[src/rtl/jedro_1_ifu.sv]
// Instruction fetch unit: issues sequential word fetches over a req/gnt/rvalid bus,
// buffers returned words in a prefetch FIFO and hands the FIFO head to the decoder.
// A jump flushes the FIFO, discards in-flight responses and refetches from the target.
// Optional: define JEDRO_1_IFU_PC_OUT_EN to add instr_pc_o (byte address of the head word).
module jedro_1_ifu #(
    parameter int unsigned                DATA_WIDTH      = 32,
    parameter int unsigned                IMEM_ADDR_WIDTH = 32,
    parameter logic [IMEM_ADDR_WIDTH-1:0] BOOT_ADDR       = '0,
    parameter int unsigned                FIFO_DEPTH      = 4
) (
    input  logic                       clk_i,
    input  logic                       rstn_i,
    output logic [DATA_WIDTH-1:0]      instr_rdata_o,
`ifdef JEDRO_1_IFU_PC_OUT_EN
    output logic [IMEM_ADDR_WIDTH-1:0] instr_pc_o,
`endif
    output logic                       instr_next_avail_o,
    input  logic                       instr_next_en_i,
    input  logic                       jmp_instr_i,
    input  logic [IMEM_ADDR_WIDTH-1:0] jmp_address_i,
    output logic                       imem_req_o,
    output logic [IMEM_ADDR_WIDTH-1:0] imem_addr_o,
    input  logic                       imem_gnt_i,
    input  logic                       imem_rvalid_i,
    input  logic [DATA_WIDTH-1:0]      imem_rdata_i
);

    localparam int unsigned PtrW = $clog2(FIFO_DEPTH);
    localparam int unsigned CntW = PtrW + 1;
    localparam logic [CntW:0] DepthSum = FIFO_DEPTH[CntW:0];

    typedef enum logic [1:0] {StIdle, StReq, StRedirect} state_e;

    state_e                     state_q, state_d;
    logic [IMEM_ADDR_WIDTH-1:0] addr_q, addr_d;
    logic [IMEM_ADDR_WIDTH-1:0] target_q, target_d;
    logic [IMEM_ADDR_WIDTH-1:0] jmp_target;
    logic [CntW-1:0]            outst_q, outst_d;
    logic [CntW-1:0]            discard_q, discard_d;
    logic [CntW-1:0]            count_q, count_d;
    logic [PtrW-1:0]            rd_ptr_q, rd_ptr_d;
    logic [PtrW-1:0]            wr_ptr_q, wr_ptr_d;
    logic [DATA_WIDTH-1:0]      data_mem_q [FIFO_DEPTH];
    logic                       credit_ok;
    logic                       gnt_hs;
    logic                       push;
    logic                       pop;
    logic                       flush;
    logic                       unused_jmp_lsb;

    assign jmp_target     = {jmp_address_i[IMEM_ADDR_WIDTH-1:2], 2'b00};
    assign unused_jmp_lsb = ^jmp_address_i[1:0];

    // Buffered words plus words still in flight must never exceed the FIFO size.
    assign credit_ok = ({1'b0, count_q} + {1'b0, outst_q}) < DepthSum;

    assign instr_next_avail_o = (count_q != '0);
    assign instr_rdata_o      = data_mem_q[rd_ptr_q];
    assign imem_addr_o        = addr_q;

    // Request generation: REDIRECT keeps the already-presented request alive until granted.
    always_comb begin
        imem_req_o = 1'b0;
        unique case (state_q)
            StReq:      imem_req_o = credit_ok;
            StRedirect: imem_req_o = 1'b1;
            default:    imem_req_o = 1'b0;
        endcase
    end

    // Fetch FSM next state, fetch address and pending jump target.
    always_comb begin
        state_d  = state_q;
        addr_d   = addr_q;
        target_d = target_q;
        unique case (state_q)
            StIdle: begin
                state_d = StReq;
                if (jmp_instr_i) addr_d = jmp_target;
            end
            StReq: begin
                if (gnt_hs) addr_d = addr_q + IMEM_ADDR_WIDTH'(4);
                if (jmp_instr_i) begin
                    // An ungranted request must stay stable, so park the target.
                    if (imem_req_o && !imem_gnt_i) begin
                        state_d  = StRedirect;
                        target_d = jmp_target;
                    end else begin
                        addr_d = jmp_target;
                    end
                end
            end
            StRedirect: begin
                if (jmp_instr_i) target_d = jmp_target;
                if (imem_gnt_i) begin
                    addr_d  = jmp_instr_i ? jmp_target : target_q;
                    state_d = StReq;
                end
            end
            default: state_d = StIdle;
        endcase
    end

    // Outstanding/discard accounting and FIFO pointer/occupancy update.
    always_comb begin
        gnt_hs = imem_req_o & imem_gnt_i;
        flush  = jmp_instr_i;
        push   = imem_rvalid_i && (discard_q == '0) && !flush;
        pop    = instr_next_avail_o && instr_next_en_i && !flush;

        outst_d = outst_q;
        if (gnt_hs)        outst_d = outst_d + CntW'(1);
        if (imem_rvalid_i) outst_d = outst_d - CntW'(1);

        discard_d = discard_q;
        if (imem_rvalid_i && (discard_q != '0)) discard_d = discard_d - CntW'(1);
        // The stale fetch granted while redirecting is thrown away too.
        if ((state_q == StRedirect) && gnt_hs) discard_d = discard_d + CntW'(1);
        // Everything still in flight after this cycle belongs to the old stream.
        if (flush) discard_d = outst_d;

        count_d  = count_q;
        rd_ptr_d = rd_ptr_q;
        wr_ptr_d = wr_ptr_q;
        if (flush) begin
            count_d  = '0;
            rd_ptr_d = '0;
            wr_ptr_d = '0;
        end else begin
            if (push) wr_ptr_d = wr_ptr_q + PtrW'(1);
            if (pop)  rd_ptr_d = rd_ptr_q + PtrW'(1);
            if (push && !pop)      count_d = count_q + CntW'(1);
            else if (!push && pop) count_d = count_q - CntW'(1);
        end
    end

    // Control state registers.
    always_ff @(posedge clk_i or negedge rstn_i) begin
        if (!rstn_i) begin
            state_q   <= StIdle;
            addr_q    <= BOOT_ADDR;
            target_q  <= BOOT_ADDR;
            outst_q   <= '0;
            discard_q <= '0;
            count_q   <= '0;
            rd_ptr_q  <= '0;
            wr_ptr_q  <= '0;
        end else begin
            state_q   <= state_d;
            addr_q    <= addr_d;
            target_q  <= target_d;
            outst_q   <= outst_d;
            discard_q <= discard_d;
            count_q   <= count_d;
            rd_ptr_q  <= rd_ptr_d;
            wr_ptr_q  <= wr_ptr_d;
        end
    end

    // Prefetch data storage; cleared so the head reads zero out of reset.
    always_ff @(posedge clk_i or negedge rstn_i) begin
        if (!rstn_i) begin
            for (int unsigned i = 0; i < FIFO_DEPTH; i++) data_mem_q[i] <= '0;
        end else if (push) begin
            data_mem_q[wr_ptr_q] <= imem_rdata_i;
        end
    end

`ifdef JEDRO_1_IFU_PC_OUT_EN
    logic [IMEM_ADDR_WIDTH-1:0] pc_q, pc_d;
    logic [IMEM_ADDR_WIDTH-1:0] pc_mem_q [FIFO_DEPTH];

    assign instr_pc_o = pc_mem_q[rd_ptr_q];

    // Address of the next response that will be kept; responses are in order.
    always_comb begin
        pc_d = pc_q;
        if (flush)     pc_d = jmp_target;
        else if (push) pc_d = pc_q + IMEM_ADDR_WIDTH'(4);
    end

    // Address storage alongside the data entries.
    always_ff @(posedge clk_i or negedge rstn_i) begin
        if (!rstn_i) begin
            pc_q <= BOOT_ADDR;
            for (int unsigned i = 0; i < FIFO_DEPTH; i++) pc_mem_q[i] <= BOOT_ADDR;
        end else begin
            pc_q <= pc_d;
            if (push) pc_mem_q[wr_ptr_q] <= pc_q;
        end
    end
`endif

endmodule

[config.mk]
export PLATFORM = sky130hd
export DESIGN_NAME = jedro_1_ifu
export DESIGN_NICKNAME = d
export VERILOG_FILES = /design/src/rtl/jedro_1_ifu.sv
export SDC_FILE = /design/constraint.sdc
export NUM_CORES = 1
export LEC_CHECK = 0
export ABC_AREA = 1
export CORE_ASPECT_RATIO = 1.25
export CORE_MARGIN = 8
export CORE_UTILIZATION = 57
export DETAILED_ROUTE_END_ITERATION = 6
export PLACE_DENSITY = 0.81
export SYNTH_ARGS = -nofsm -noshare
export SYNTH_HDL_FRONTEND = slang
export SYNTH_SLANG_ARGS = --single-unit
[constraint.sdc]
create_clock -name clk_i -period 2.5 [get_ports clk_i]
set_input_delay 0.5 -clock clk_i [delete_from_list [all_inputs] [get_ports clk_i]]
set_output_delay 0.5 -clock clk_i [all_outputs]
set_load 0.02 [all_outputs]
==> out/results.txt <==
Max transition margin = 59.17%
Top cells by count, synth = 480 x nand2_1, 258 x nor2_1, 241 x o21ai_0, 207 x dfrtp_1, 89 x inv_1
Top Ports = 136
Synth area leaders = dfrtp_1 44%, nand2_1 15%, o21ai_0 10%, nor2_1 8.3%, a21oi_1 2.9%
Clk sink count = 207
DR pass1 iterations = 6
Fin. max-slew vios = 0
Yosys cell types = 36
Synth top area share = 44.45%
Setup ws final = 43.39 ps
Worst min path class = primary input to register
Pwr Density = 1267 nW/um^2
Status = finished, final reports clean
Cell taking the most area after synthesis = dfrtp_1
WS Path Type = register to output port
Mux cell area share after synthesis = 0%
First-pass GRT wire length = 55010 um
Clk_skew = 26.98 ps
Cell count after placement = 1998
Mean Syn Cell Area = 7.136 sq um
Top-count cell post-synth = nand2_1
Fmax achieved = 407.1 MHz
Worst Hold Slack = 253.1 ps
Slew @ Worst Pin = 612.5 ps
Routability Congestion = 0.9825
Pwr Total = 18.10 mW
Main combinational cell family by area after synthesis = simple AND/OR/NAND/NOR gates
XOR/XNOR Fraction of Synth Area = 1.729%
Buffers added on ports = 133
Routed Antenna Nets = 0
Synth Area in Compound Gates = 17.84%
Initial Utilization = 57.97%
Final worst-path cycle share = 98.26%
Post-Syn Instances = 1633
Final hold violation count = 0
Final Setup Violations = 0
# DRC = 0
CP endpoint kind = output port
Ys async rst share = 100.0%
Startpoint types = register
Largest net degree at the start of global routing = 70
Vias per Instance = 5.583
WP data arrival = 1960 ps
Clock root buffer = clkbuf_16
Number of synthesized flops with an enable pin = 0
Gr ovfl total = 0
Clock Latency Late Sink = 520 ps
Area Growth Syn to Fin = 22.65%
Post-DP HPWL = 22030 um
DRT iter0 DRCs = 758
Pleak = 6.762 nW
WL/cell = 16.21 um
Core footprint = 20100 sq um
Initial antenna violation count = 0
YS warnings = 0
CTS max path bufs = 3
GRT Resource Usage Total = 26.57%
Total CTS buffers = 22
Post-Synth Simple-Gate Area = 27.49%
TNS Setup = 0 ps
CP Max Fanout = 42
Number of max-cap violations = 0
Routed vias = 11384
Final instance area = 14290 sq um
Finished Layout Cells = 2039
CTS tree = done
Flops & latches, synth = 207
Final wirelength = 33060 um
Syn Std Cell Area = 11650 sq um
Syn Nets = 1720
Share of cells above drive strength 1 = 8.592%
Die area = 25300 sq um
FP Rows = 58
Nets = 1843
Clock Pin Slew Worst Setup and Hold Paths = 60 ps
# diodes = 0
Setup slack, reg-to-reg = 200 ps
Adder-Cell Fraction of Synth Area = 1.890%
Die span in x = 143.9 um
Tmin final = 2457 ps
Vias in the first global route = 11580
Synth Flop Type = dfrtp_1
Placed Area = 13480 sq um
RSZ-0062 raised after global routing = yes
Worst Path Required = 2000 ps
H-tree levels = 1
Die Ht = 175.9 um
Setup slack after placement = 74.84 ps
VDD IR-drop max = 0.9450 mV
Post-synthesis sequential area ratio = 44.45%
Final core utilization = 71.09%
## layout by cell type (no fill, tap or decap), types with 2 or more instances in the layout
master,instances
nand2_1,476
nor2_1,258
o21ai_0,235
dfrtp_1,206
clkdlybuf4s50_1,98
inv_1,87
a21oi_1,68
nand3_1,48
buf_4,48
o22ai_1,32
a21oi_2,28
dlygate4sd2_1,27
clkbuf_16,22
ha_1,16
xor2_1,13
nor3_1,13
buf_12,11
xnor2_1,10
o21ai_1,7
clkbuf_8,7
nand2_2,6
nand3b_1,6
bufinv_16,5
clkinv_1,4
nor2_2,3
or2_2,3
clkbuf_2,3
nand3_2,2
o211ai_1,2
clkinv_2,2
o21a_1,2
o21bai_1,2
buf_2,2
## final timing paths
kind,to,cells past startpoint,from
setup / recovery,instr_rdata_o[28],5,rd_ptr_q[0]
hold / removal,rd_ptr_q[0],2,jmp_instr_i
setup reg to reg,target_q[25],13,outst_q[2]
hold reg to reg,data_mem_q[40],2,data_mem_q[40]
max in group asynchronous,data_mem_q[4],3,rstn_i
min in group asynchronous,data_mem_q[17],2,rstn_i
## worst max-delay path, stage by stage (launching register included)
cell             delay, ps
dfrtp_2                400
clkinv_1               150
buf_12                 210
o21ai_0                230
o22ai_2                150
clkdlybuf4s15_2        280
## registers in the layout, summed over array words and instances, names as in the netlist, 3 cells and up
| signal | flops |
|---|---|
| count_q | 3 |
| data_mem_q | 128 |
| discard_q | 3 |
| imem_addr_o | 32 |
| outst_q | 3 |
| target_q | 32 |
## cell families after synthesis
logic type | Yosys count
AND/OR/NAND/NOR | 817
AO/OA/AOI/OAI | 381
flip-flops | 207
buffers and inverters | 188
XOR/XNOR | 23
adder cells (fa/ha/maj) | 17
## timing repair
action | CTS | global route
pin swaps | 0 | 2
endpoints found under the hold margin | 18 | 0
gates resized for setup | 38 | 15
endpoints found under the setup margin | 33 | 18
cloned | 0 | 0
buffers inserted | 0 | 3
hold buffers | 1 | 0
## power breakdown
group          total [mW]  internal, mW  switching [mW]  leakage, nW
registers            5.50          4.54           0.954         2.67
logic                8.94          3.48            5.47         3.69
clock network        3.66          2.30            1.36        0.401
total                18.1          10.3            7.78         6.76
## area by class of cell
type	count	area (sq um)
inverter	93	350.3
tap	270	337.8
fill	1658	5811
clock buffer	29	636.9
sequential	207	5181
multi-input combinational	1238	5725
clock inverter	8	180.2
timing repair buffer	194	1879
## per-layer routing
layer  vias up  track usage (%)  part of all wire, %
met5         -                0                    0
met4         0            11.90                  3.3
met3        96            3.613                  6.4
met2       446            47.07                   51
met1      5329            31.12                   39
li1       5513                -                    -
Note: power is estimated with default switching activity, not from simulation.
